## config.mk

```make
export PLATFORM = sky130hd
export DESIGN_NAME = ccip_c0_rd_arb
export DESIGN_NICKNAME = d
export VERILOG_FILES = /design/src/rtl/ccip_c0_rd_arb_pkg.sv /design/src/rtl/ccip_c0_rd_arb_rr.sv /design/src/rtl/ccip_c0_rd_arb.sv
export SDC_FILE = /design/constraint.sdc
export NUM_CORES = 1
export LEC_CHECK = 0
export BUFFER_PORTS_ARGS = -buffer_cell sky130_fd_sc_hd__buf_4
export CELL_PAD_IN_SITES_DETAIL_PLACEMENT = 1
export CELL_PAD_IN_SITES_GLOBAL_PLACEMENT = 1
export CORE_AREA = 2 2 698 700
export DETAILED_ROUTE_END_ITERATION = 16
export DIE_AREA = 0 0 700 702
export PLACE_DENSITY_LB_ADDON = 0.3
export SYNTH_ARGS = -nofsm -noshare
export SYNTH_HDL_FRONTEND = slang
export SYNTH_HIERARCHICAL = 1
export SYNTH_SLANG_ARGS = --single-unit
```

## constraint.sdc

```tcl
create_clock -name clk -period 17.05 [get_ports clk]
set_input_delay 2.5575 -clock clk [delete_from_list [all_inputs] [get_ports clk]]
set_output_delay 2.5575 -clock clk [all_outputs]
set_load 0.02 [all_outputs]
```

## src/rtl/ccip_c0_rd_arb_pkg.sv

```systemverilog
// ---------------------------------------------------------------------------
// ccip_c0_rd_arb_pkg : shared CCI-P c0 types, arbiter state and helpers
// Revision: 1.0
// ---------------------------------------------------------------------------
`default_nettype none

package ccip_c0_rd_arb_pkg;

  typedef enum logic [1:0] {
    eCL_LEN_1 = 2'b00,
    eCL_LEN_2 = 2'b01,
    eCL_LEN_4 = 2'b11
  } t_ccip_clLen;

  typedef enum logic [3:0] {
    eRSP_RDLINE = 4'h0,
    eRSP_UMSG   = 4'h4
  } t_ccip_c0_rsp;

  typedef struct packed {
    logic [41:0] address;
    t_ccip_clLen cl_len;
    logic [15:0] mdata;
  } t_ccip_c0_ReqMemHdr;

  typedef struct packed {
    t_ccip_c0_ReqMemHdr hdr;
    logic               valid;
  } t_if_ccip_c0_Tx;

  typedef struct packed {
    t_ccip_c0_rsp resp_type;
    logic [1:0]   cl_num;
    logic [15:0]  mdata;
  } t_ccip_c0_RspMemHdr;

  typedef struct packed {
    t_ccip_c0_RspMemHdr hdr;
    logic [511:0]       data;
    logic               rspValid;
    logic               mmioRdValid;
    logic               mmioWrValid;
  } t_if_ccip_c0_Rx;

  typedef enum logic [1:0] {
    ARB_RUN   = 2'd0,
    ARB_DRAIN = 2'd1,
    ARB_DONE  = 2'd2
  } t_arb_state;

  localparam int REQ_TAG_BIT = 15;

  function automatic logic [2:0] clLenToLines(input t_ccip_clLen cl_len);
    case (cl_len)
      eCL_LEN_2: return 3'd2;
      eCL_LEN_4: return 3'd4;
      default:   return 3'd1;
    endcase
  endfunction

  function automatic t_if_ccip_c0_Tx ccip_c0Tx_clearValids(input t_if_ccip_c0_Tx t);
    t_if_ccip_c0_Tx r;
    r       = t;
    r.valid = 1'b0;
    return r;
  endfunction

  function automatic t_if_ccip_c0_Rx ccip_c0Rx_clearValids(input t_if_ccip_c0_Rx t);
    t_if_ccip_c0_Rx r;
    r             = t;
    r.rspValid    = 1'b0;
    r.mmioRdValid = 1'b0;
    r.mmioWrValid = 1'b0;
    return r;
  endfunction

endpackage

`default_nettype wire

```

## src/rtl/ccip_c0_rd_arb_rr.sv

```systemverilog
// ---------------------------------------------------------------------------
// ccip_rr_arb2 : two-way round-robin arbiter favouring the loser of the last grant
// Revision: 1.0
// ---------------------------------------------------------------------------
`default_nettype none

module ccip_rr_arb2 (
  input  logic       clk,
  input  logic       reset,
  input  logic [1:0] req_i,
  output logic [1:0] grant_o
);

  logic last_q, last_d;

  always_comb begin
    grant_o = req_i;
    if (req_i[0] && req_i[1]) begin
      grant_o = last_q ? 2'b01 : 2'b10;
    end
    last_d = last_q;
    if (grant_o[1]) begin
      last_d = 1'b1;
    end else if (grant_o[0]) begin
      last_d = 1'b0;
    end
  end

  // Reset value marks requester 1 as last winner so requester 0 goes first.
  always_ff @(posedge clk) begin
    if (reset) begin
      last_q <= 1'b1;
    end else begin
      last_q <= last_d;
    end
  end

endmodule

`default_nettype wire

```

## src/rtl/ccip_c0_rd_arb.sv

```systemverilog
// ---------------------------------------------------------------------------
// ccip_c0_rd_arb : 2:1 CCI-P c0 read arbiter with line credit and drain control
// Revision: 1.0
// ---------------------------------------------------------------------------
`default_nettype none

module ccip_c0_rd_arb
  import ccip_c0_rd_arb_pkg::*;
#(
  parameter int MAX_LINES = 64,
  localparam int CNT_W = $clog2(MAX_LINES + 1)
) (
  input  logic                  clk,
  input  logic                  reset,
  input  t_if_ccip_c0_Tx [1:0]  req_c0Tx,
  output logic [1:0]            req_rdy,
  output t_if_ccip_c0_Tx        c0Tx,
  input  logic                  c0TxAlmFull,
  input  t_if_ccip_c0_Rx        c0Rx,
  output t_if_ccip_c0_Rx [1:0]  req_c0Rx,
  input  logic                  drain_req,
  output logic                  drain_done,
  output logic [CNT_W-1:0]      outstanding
);

  localparam int SUM_W = CNT_W + 1;
  localparam logic [SUM_W-1:0] MAX_SUM = SUM_W'(MAX_LINES);

  t_arb_state           state_q, state_d;
  logic [CNT_W-1:0]     out_q, out_d;
  t_if_ccip_c0_Tx       c0Tx_q, c0Tx_d;
  t_if_ccip_c0_Rx [1:0] rx_q, rx_d;
  logic                 drain_done_q, drain_done_d;
  logic [1:0][2:0]      req_lines;
  logic [1:0]           eligible;
  logic [1:0]           grant;
  logic                 accept;
  logic                 sel;
  logic                 dec;

  always_comb begin
    req_lines = '0;
    eligible  = '0;
    for (int i = 0; i < 2; i++) begin
      req_lines[i] = clLenToLines(req_c0Tx[i].hdr.cl_len);
      eligible[i]  = !reset && (state_q == ARB_RUN) && !drain_req && !c0TxAlmFull &&
                     req_c0Tx[i].valid &&
                     (({1'b0, out_q} + SUM_W'(req_lines[i])) <= MAX_SUM);
    end
  end

  ccip_rr_arb2 u_rr (
    .clk     (clk),
    .reset   (reset),
    .req_i   (eligible),
    .grant_o (grant)
  );

  assign req_rdy = grant;
  assign accept  = |grant;
  assign sel     = grant[1];
  assign dec     = c0Rx.rspValid && (c0Rx.hdr.resp_type == eRSP_RDLINE);

  // Credit never exceeds MAX_LINES, so CNT_W arithmetic cannot wrap upward.
  always_comb begin
    c0Tx_d = ccip_c0Tx_clearValids(c0Tx_q);
    out_d  = out_q;
    if (accept) begin
      c0Tx_d                         = req_c0Tx[sel];
      c0Tx_d.hdr.mdata[REQ_TAG_BIT]  = sel;
      c0Tx_d.valid                   = 1'b1;
      out_d                          = out_q + CNT_W'(req_lines[sel]);
    end
    if (dec && (out_d != '0)) begin
      out_d = out_d - 1'b1;
    end
  end

  always_comb begin
    rx_d = '0;
    for (int i = 0; i < 2; i++) begin
      rx_d[i] = ccip_c0Rx_clearValids(c0Rx);
      if (c0Rx.rspValid) begin
        rx_d[i].hdr.mdata[REQ_TAG_BIT] = 1'b0;
      end
      rx_d[i].rspValid = c0Rx.rspValid && (c0Rx.hdr.mdata[REQ_TAG_BIT] == 1'(i));
    end
    rx_d[0].mmioRdValid = c0Rx.mmioRdValid;
    rx_d[0].mmioWrValid = c0Rx.mmioWrValid;
  end

  // Quiesce is judged on the next count so drain_done lands with the last response.
  always_comb begin
    state_d      = state_q;
    drain_done_d = 1'b0;
    case (state_q)
      ARB_RUN: begin
        if (drain_req) state_d = ARB_DRAIN;
      end
      ARB_DRAIN: begin
        if (!drain_req) begin
          state_d = ARB_RUN;
        end else if ((out_d == '0) && !c0Tx_q.valid) begin
          state_d      = ARB_DONE;
          drain_done_d = 1'b1;
        end
      end
      ARB_DONE: begin
        if (!drain_req) state_d = ARB_RUN;
      end
      default: state_d = ARB_RUN;
    endcase
  end

  always_ff @(posedge clk) begin
    if (reset) begin
      state_q      <= ARB_RUN;
      out_q        <= '0;
      c0Tx_q       <= '0;
      rx_q         <= '0;
      drain_done_q <= 1'b0;
    end else begin
      state_q      <= state_d;
      out_q        <= out_d;
      c0Tx_q       <= c0Tx_d;
      rx_q         <= rx_d;
      drain_done_q <= drain_done_d;
    end
  end

  assign c0Tx        = c0Tx_q;
  assign req_c0Rx    = rx_q;
  assign drain_done  = drain_done_q;
  assign outstanding = out_q;

endmodule

`default_nettype wire

```

==> results of run 1 <==
==> state kept, by name, indices dropped and copies added (netlist names) <==
| register | flops |
|---|---|
| req_c0Rx | 538 |
| outstanding | 7 |
| c0Tx | 61 |
| state_q | 2 |
| drain_done | 1 |
| u_rr/last_q | 1 |
==> area by class of cell <==
type / instances / area (um^2) / share of cell area (%)
well taps: 6450 / 8070 / 18.9
repair buffers: 1817 / 13600 / 32.0
diodes: 32 / 80.1 / 0.188
inverters: 11 / 41.3 / 0.0967
clock inverters: 35 / 369 / 0.865
flip-flops and latches: 610 / 12200 / 28.6
multi-input cells: 921 / 5750 / 13.5
clock buffers: 124 / 2520 / 5.91
==> layer usage <==
layer	routed length, um	part of all wire, %	up-vias	GRT usage (%)
met5	129	0.038	-	0.412
met4	10600	3.1	14	3.68
met3	56000	17	276	9.92
met2	150000	44	1316	20.7
met1	122000	36	10009	13.7
li1	-	-	8868	-
==> cell usage in the layout, fill, tap and decap left out, types with 8 or more instances in the layout <==
cell type / Yosys / final
a21oi_1: 74 / 74
buf_4: 536 / 1816
clkbuf_1: 84 / 21
clkbuf_16: 0 / 91
clkbuf_8: 0 / 12
clkinv_2: 0 / 12
dfxtp_1: 610 / 610
diode_2: 0 / 32
ha_1: 10 / 10
inv_1: 11 / 11
inv_6: 0 / 9
mux2i_1: 62 / 62
nand2_1: 11 / 11
nand2b_1: 8 / 8
nor2_1: 135 / 135
nor2b_1: 535 / 535
xnor2_1: 8 / 8
==> path summary, 6_finish.rpt <==
path         cells past startpoint         end            from  slack (ns)
max                             14  req_rdy[0]    req_c0Tx[17]        8.83
min                              2  state_q[1]      state_q[1]        0.48
max reg2reg                     24  state_q[1]  outstanding[0]       10.74
min reg2reg                      2  state_q[1]      state_q[1]        0.48
==> power breakdown <==
part	switching [mW]	internal, mW	total (mW)
clock network	0.826	1.10	1.93
registers	0.0903	1.50	1.59
logic	0.589	0.312	0.901
total	1.51	2.91	4.42
==> cells by family after synthesis <==
group                      synth area share (%)
muxes                                      2.88
xor gates and xnor gates                  0.509
and+or+nand+nor                            18.6
DFF                                        54.6
other                                    0.0168
AOI/OAI and AO/OA                          2.73
adders and majority gates                 0.828
buffers and inverters                      19.8
==> Yosys cell counts, types with 8 or more instances <==
master / count / area (um^2)
clkbuf_1: 84 / 315
a21oi_1: 74 / 370
nand2b_1: 8 / 50.1
mux2i_1: 62 / 621
inv_1: 11 / 41.3
buf_4: 536 / 4020
nor2b_1: 535 / 3350
nand2_1: 11 / 41.3
dfxtp_1: 610 / 12200
ha_1: 10 / 125
nor2_1: 135 / 507
xnor2_1: 8 / 70.1
==> worst min-delay path: cells and delay by family, from the launching register on <==
family,cells,cell delay (ns)
AO/OA/AOI/OAI,1,0.05
flip-flops,1,0.32
AND/OR/NAND/NOR,1,0.06
==> per-stage QoR <==
stage	instances	setup slack [ns]
floorplan	2172	9.31
global placement	9809	8.11
detailed placement	9809	8.30
CTS	9968	8.71
global route	9986	8.48
finish	10000	8.83
==> results.cfg, run 1 <==
[status]
status = finished, final reports clean

[layout]
syn2layout_area_growth_pct = 90.9
final_util_pct = 8.82
final_nets = 4128
final_area_um2 = 42700
drive_above_1_share_pct = 55.8
fillers = 57442

[floorplan]
io_pins = 1808
fp.dieH_um = 702
die_w_um = 700
num_rows = 256
fp.dieArea_um2 = 491000
start_util_pct = 4.62
fp.coreArea_um2 = 484000

[sta]
hold_slack_ns = 0.481
max_freq_ghz = 0.122
min_period_over_period_pct = 48.2
finalHoldViolations = 0
timing.final.crit_period_ns = 8.22
finalMaxSlewViolations = 0
worst_pin_slew_ns = 1.08
finalSetupViolCount = 0
rsz0062_at_grt = no
finalClockSkew_ns = 0.0265
setup_tns_ns = 0
max_slew_margin_pct = 27.8

[global_routing]
grt_max_degree = 104
grt_usage_pct = 13.2
overflow = 0
grt_pass1_wl_um = 384000
grt_pass1_vias = 21172
antenna_found_initial = 102

[route]
drc_errors = 0
wl_per_cell_um = 33.9
num_vias = 20483
drtIter0Drc = 943
firstDrtPassIters = 4
routed_wirelength_um = 339000
via_per_inst = 2.05
ant_nets = 0

[clock_tree]
cts.htree.levels = 3
cts_setup_buffers = 0
cts_max_path_buffers = 4
hold_buffers = 0
cts.clk_slew.worst_paths_ns = 0.06
cts_resized = 0
cts_buffers = 91
clock_latency_ns = 0.81
clockRootBuffer = clkbuf_16
clock-sinks = 610
cts_tree = done

[synthesis]
avgSynthCellArea_um2 = 10.3
yosysWarnings = 6
ys_seq_elements = 610
synth_ff_type = dfxtp_1
seq_area_frac_synth_pct = 54.6
syn-cell-area_um2 = 22400
netlist_instances = 2171
ys_types = 49
synthArstFlopShare_pct = 0
synth_edf_count = 0

[critical_path]
crit_buf_inv = 4
cp_top_family = compound AO/OA/AOI/OAI gates
start_kind = input port
arrival_ns = 5.66
path_max_fanout = 16
crit_chain = buf_4 -> inv_1 -> ha_1 -> fa_1 -> a21oi_1 -> nand3_1 -> a21oi_1 -> a21oi_1 -> nor4_1 -> o211ai_1 -> a21oi_1 -> a21boi_4 -> buf_4 -> buf_4
cp_slowest_cell = buf_4
crit_top_cell = a21oi_1
critical_path_class = input port to output port
end_kind = output port
max_stage_delay_ns = 0.44
required_ns = 14.49

[power]
p_leak_nw = 17.7
total_power_mw = 4.42
peakVddDrop_mv = 0.0646
p_per_area_nw_per_um2 = 103

[placed_design]
numPortBuffers = 1803
place_hpwl_um = 313000
place.gp.congestion = 0.919
dpl_cell_area_um2 = 39700

[min_path]
min_path_type = flip-flop to flip-flop

[job]
drv_cap = 0
(Power assumes the default switching activity.)
==> run 2, diff against run 1 <==
ABC_AREA = 1   (was not set)
CORE_AREA = 2 2 707 709   (was 2 2 698 700)
DIE_AREA = 0 0 709 711   (was 0 0 700 702)
clock period = 8.5 ns   (was 17.05 ns; I/O delays follow)
==> run 2 against run 1 <==
Effect of this change: worst setup slack worse by 6.0 ns; critical path depth down 1; clock skew up 0.010 ns; count of clock-buffer cells in the layout up 13; global-route usage down 0.42 points; via count up 11%; critical endpoint is now req_rdy[1]; largest power group unchanged; power up 110%; core utilization up 0.063 points; routed wire length down 1.3%; sequential share of layout area down 0.88 points; flip-flop and latch count unchanged; synthesized cell count up 31%.
==> results.cfg, run 2 <==
[status]
status = finished, final reports clean

[power]
p_int_mw = 6.06
p_per_area_nw_per_um2 = 207
seqPwrFrac_pct = 35.3
p_leak_nw = 21.4
switching_share_pct = 33.5
total_power_mw = 9.11
p_comb_share_pct = 19.8
p_switching_mw = 3.05
clockPowerShare_pct = 44.9
peakVddDrop_mv = 0.129

[placed_design]
place_hpwl_um = 308000
pre_cts_slack_ns = 2.12
dpl_cell_area_um2 = 40800
numPortBuffers = 1803
dp.cells = 10706
place.gp.congestion = 0.990

[sta]
rsz0062_at_grt = no
finalClockSkew_ns = 0.0369
fin_ws_ns = 2.82
worst_pin_slew_ns = 1.05
max_slew_margin_pct = 29.9
timing.final.crit_period_ns = 5.68
min_period_over_period_pct = 66.8
finalSetupViolCount = 0
max_freq_ghz = 0.176
setup_tns_ns = 0
finalHoldViolations = 0
hold_slack_ns = 0.479
finalMaxSlewViolations = 0

[critical_path]
r2r_start = outstanding[0]
path_max_fanout = 40
arrival_ns = 4.41
reg2regPathDepth = 28
critical_path_class = input port to output port
required_ns = 7.22
rrSetupSlack_ns = 3.07
start_kind = input port
r2r_end = state_q[1]
end_kind = output port

[clock_tree]
cts_tree = done
cts.clk_slew.worst_paths_ns = 0.05
clock-sinks = 610
clock_latency_ns = 0.81
cts_max_path_buffers = 4
cts_buffers = 93
cts_setup_buffers = 0
clockRootBuffer = clkbuf_16
cts_resized = 0
cts.htree.levels = 3
hold_buffers = 0

[synthesis]
ys_types = 39
netlist.area_leader.share_pct = 52.7
synth_most_common_cell = inv_1
synth_common_cells = inv_1, dfxtp_1, nor2_1
seq_area_frac_synth_pct = 52.7
synth_edf_count = 0
ys_seq_elements = 610
synthTopCellsByArea = dfxtp_1, buf_4, inv_1
syn-cell-area_um2 = 23200
synthArstFlopShare_pct = 0
avgSynthCellArea_um2 = 8.12
yosysWarnings = 6
yosys.area.top_type = dfxtp_1
netlist_instances = 2852
synth_ff_type = dfxtp_1

[route]
num_vias = 22651
firstDrtPassIters = 5
wl_per_cell_um = 30.7
routed_wirelength_um = 335000
via_per_inst = 2.08
drc_errors = 0
ant_nets = 0
drtIter0Drc = 1127

[global_routing]
overflow = 0
grt_pass1_wl_um = 384000
grt_usage_pct = 12.8
antenna_found_initial = 80
grt_pass1_vias = 22802
grt_max_degree = 82

[layout]
final_area_um2 = 44100
syn2layout_area_growth_pct = 90.1
final_util_pct = 8.88
drive_above_1_share_pct = 47.5
final_cell_mix = buf_4, inv_1, dfxtp_1, nor2_1, nand2_1
fillers = 59294
mostFrequentLayoutCell = buf_4
largest_reg_flops = 538
final_nets = 4822
final_cells = 10912

[min_path]
worst_hold_startpoint = c0Tx[16]
holdPathStages = 2
min_delay_worst_endpoint = c0Tx[16]
min_path_type = flip-flop to flip-flop

[floorplan]
num_rows = 259
fp.dieArea_um2 = 504000
fp.dieH_um = 711
fp.coreArea_um2 = 496000
io_pins = 1808
die_w_um = 709
start_util_pct = 4.67

[job]
drv_cap = 0
[run 2: cell count changes after synthesis, sizes merged, moves of 5 or more]
cell	before	now
nand2	11	284
nor2b	535	0
xnor2	8	3
a211oi	5	0
nand2b	8	0
nand4	1	7
mux2i	62	0
nor2	135	563
a21oi	74	10
nand3	5	80
or2	5	0
clkbuf	84	75
inv	11	628
[run 2: critical path: stages]
cell and delay (ns):
buf_4 0.10, inv_1 0.05, ha_1 0.21, fa_1 0.41, a21oi_1 0.17, nor2_1 0.10, a21oi_1 0.16, o2111ai_1 0.11
a31oi_1 0.26, nand2_1 0.17, nand2_4 0.43, buf_4 0.61, buf_4 0.26
[run 2: metal layers]
metal / GRT usage (%) / wire [um] / part of all wire (%)
met3: 7.73 / 45500 / 14
met4: 2.53 / 7070 / 2.1
met5: 0.590 / 623 / 0.19
met2: 21.3 / 157000 / 47
met1: 13.8 / 124000 / 37
[run 2: logic make-up after synthesis]
kind of cell    count (synthesis)  share of synthesized area [%]
simple gates                  942                           16.4
buf+inv                      1252                           29.1
compound gates                 28                          0.724
xor+xnor                        6                          0.227
other cells                     1                         0.0162
flops                         610                           52.7
fa+ha+maj                      13                          0.799
[run 2: worst max-delay path by stage]
stage / start / to / slack (ns) / depth (start not counted)
floorplan: req_c0Tx[78] / state_q[0] / 2.96 / 30
global placement: req_c0Tx[78] / state_q[1] / 2.09 / 27
detailed placement: req_c0Tx[78] / state_q[1] / 2.12 / 26
CTS: outstanding[0] / req_rdy[1] / 2.71 / 11
global route: outstanding[0] / req_rdy[1] / 2.55 / 11
finish: req_c0Tx[78] / req_rdy[1] / 2.82 / 13
[run 2: power groups by stage]
stage	clock, mW	combinational [mW]	sequential [mW]
after global routing	4.39	1.93	3.23
after global placement	0	1.90	3.28
after floorplan	0	0.564	3.33
after CTS	4.31	1.90	3.22
after detailed placement	0	1.90	3.28
final	4.09	1.81	3.21
[run 2: final cells by class]
class | count | area, um^2 | area share [%]
tap | 6655 | 8330 | 18.9
sequential | 610 | 12200 | 27.7
clock buffer | 137 | 2740 | 6.23
antenna | 41 | 103 | 0.233
inverter | 629 | 2380 | 5.40
multi-input combinational | 991 | 4230 | 9.60
clock inverter | 28 | 365 | 0.829
timing repair buffer | 1821 | 13700 | 31.1
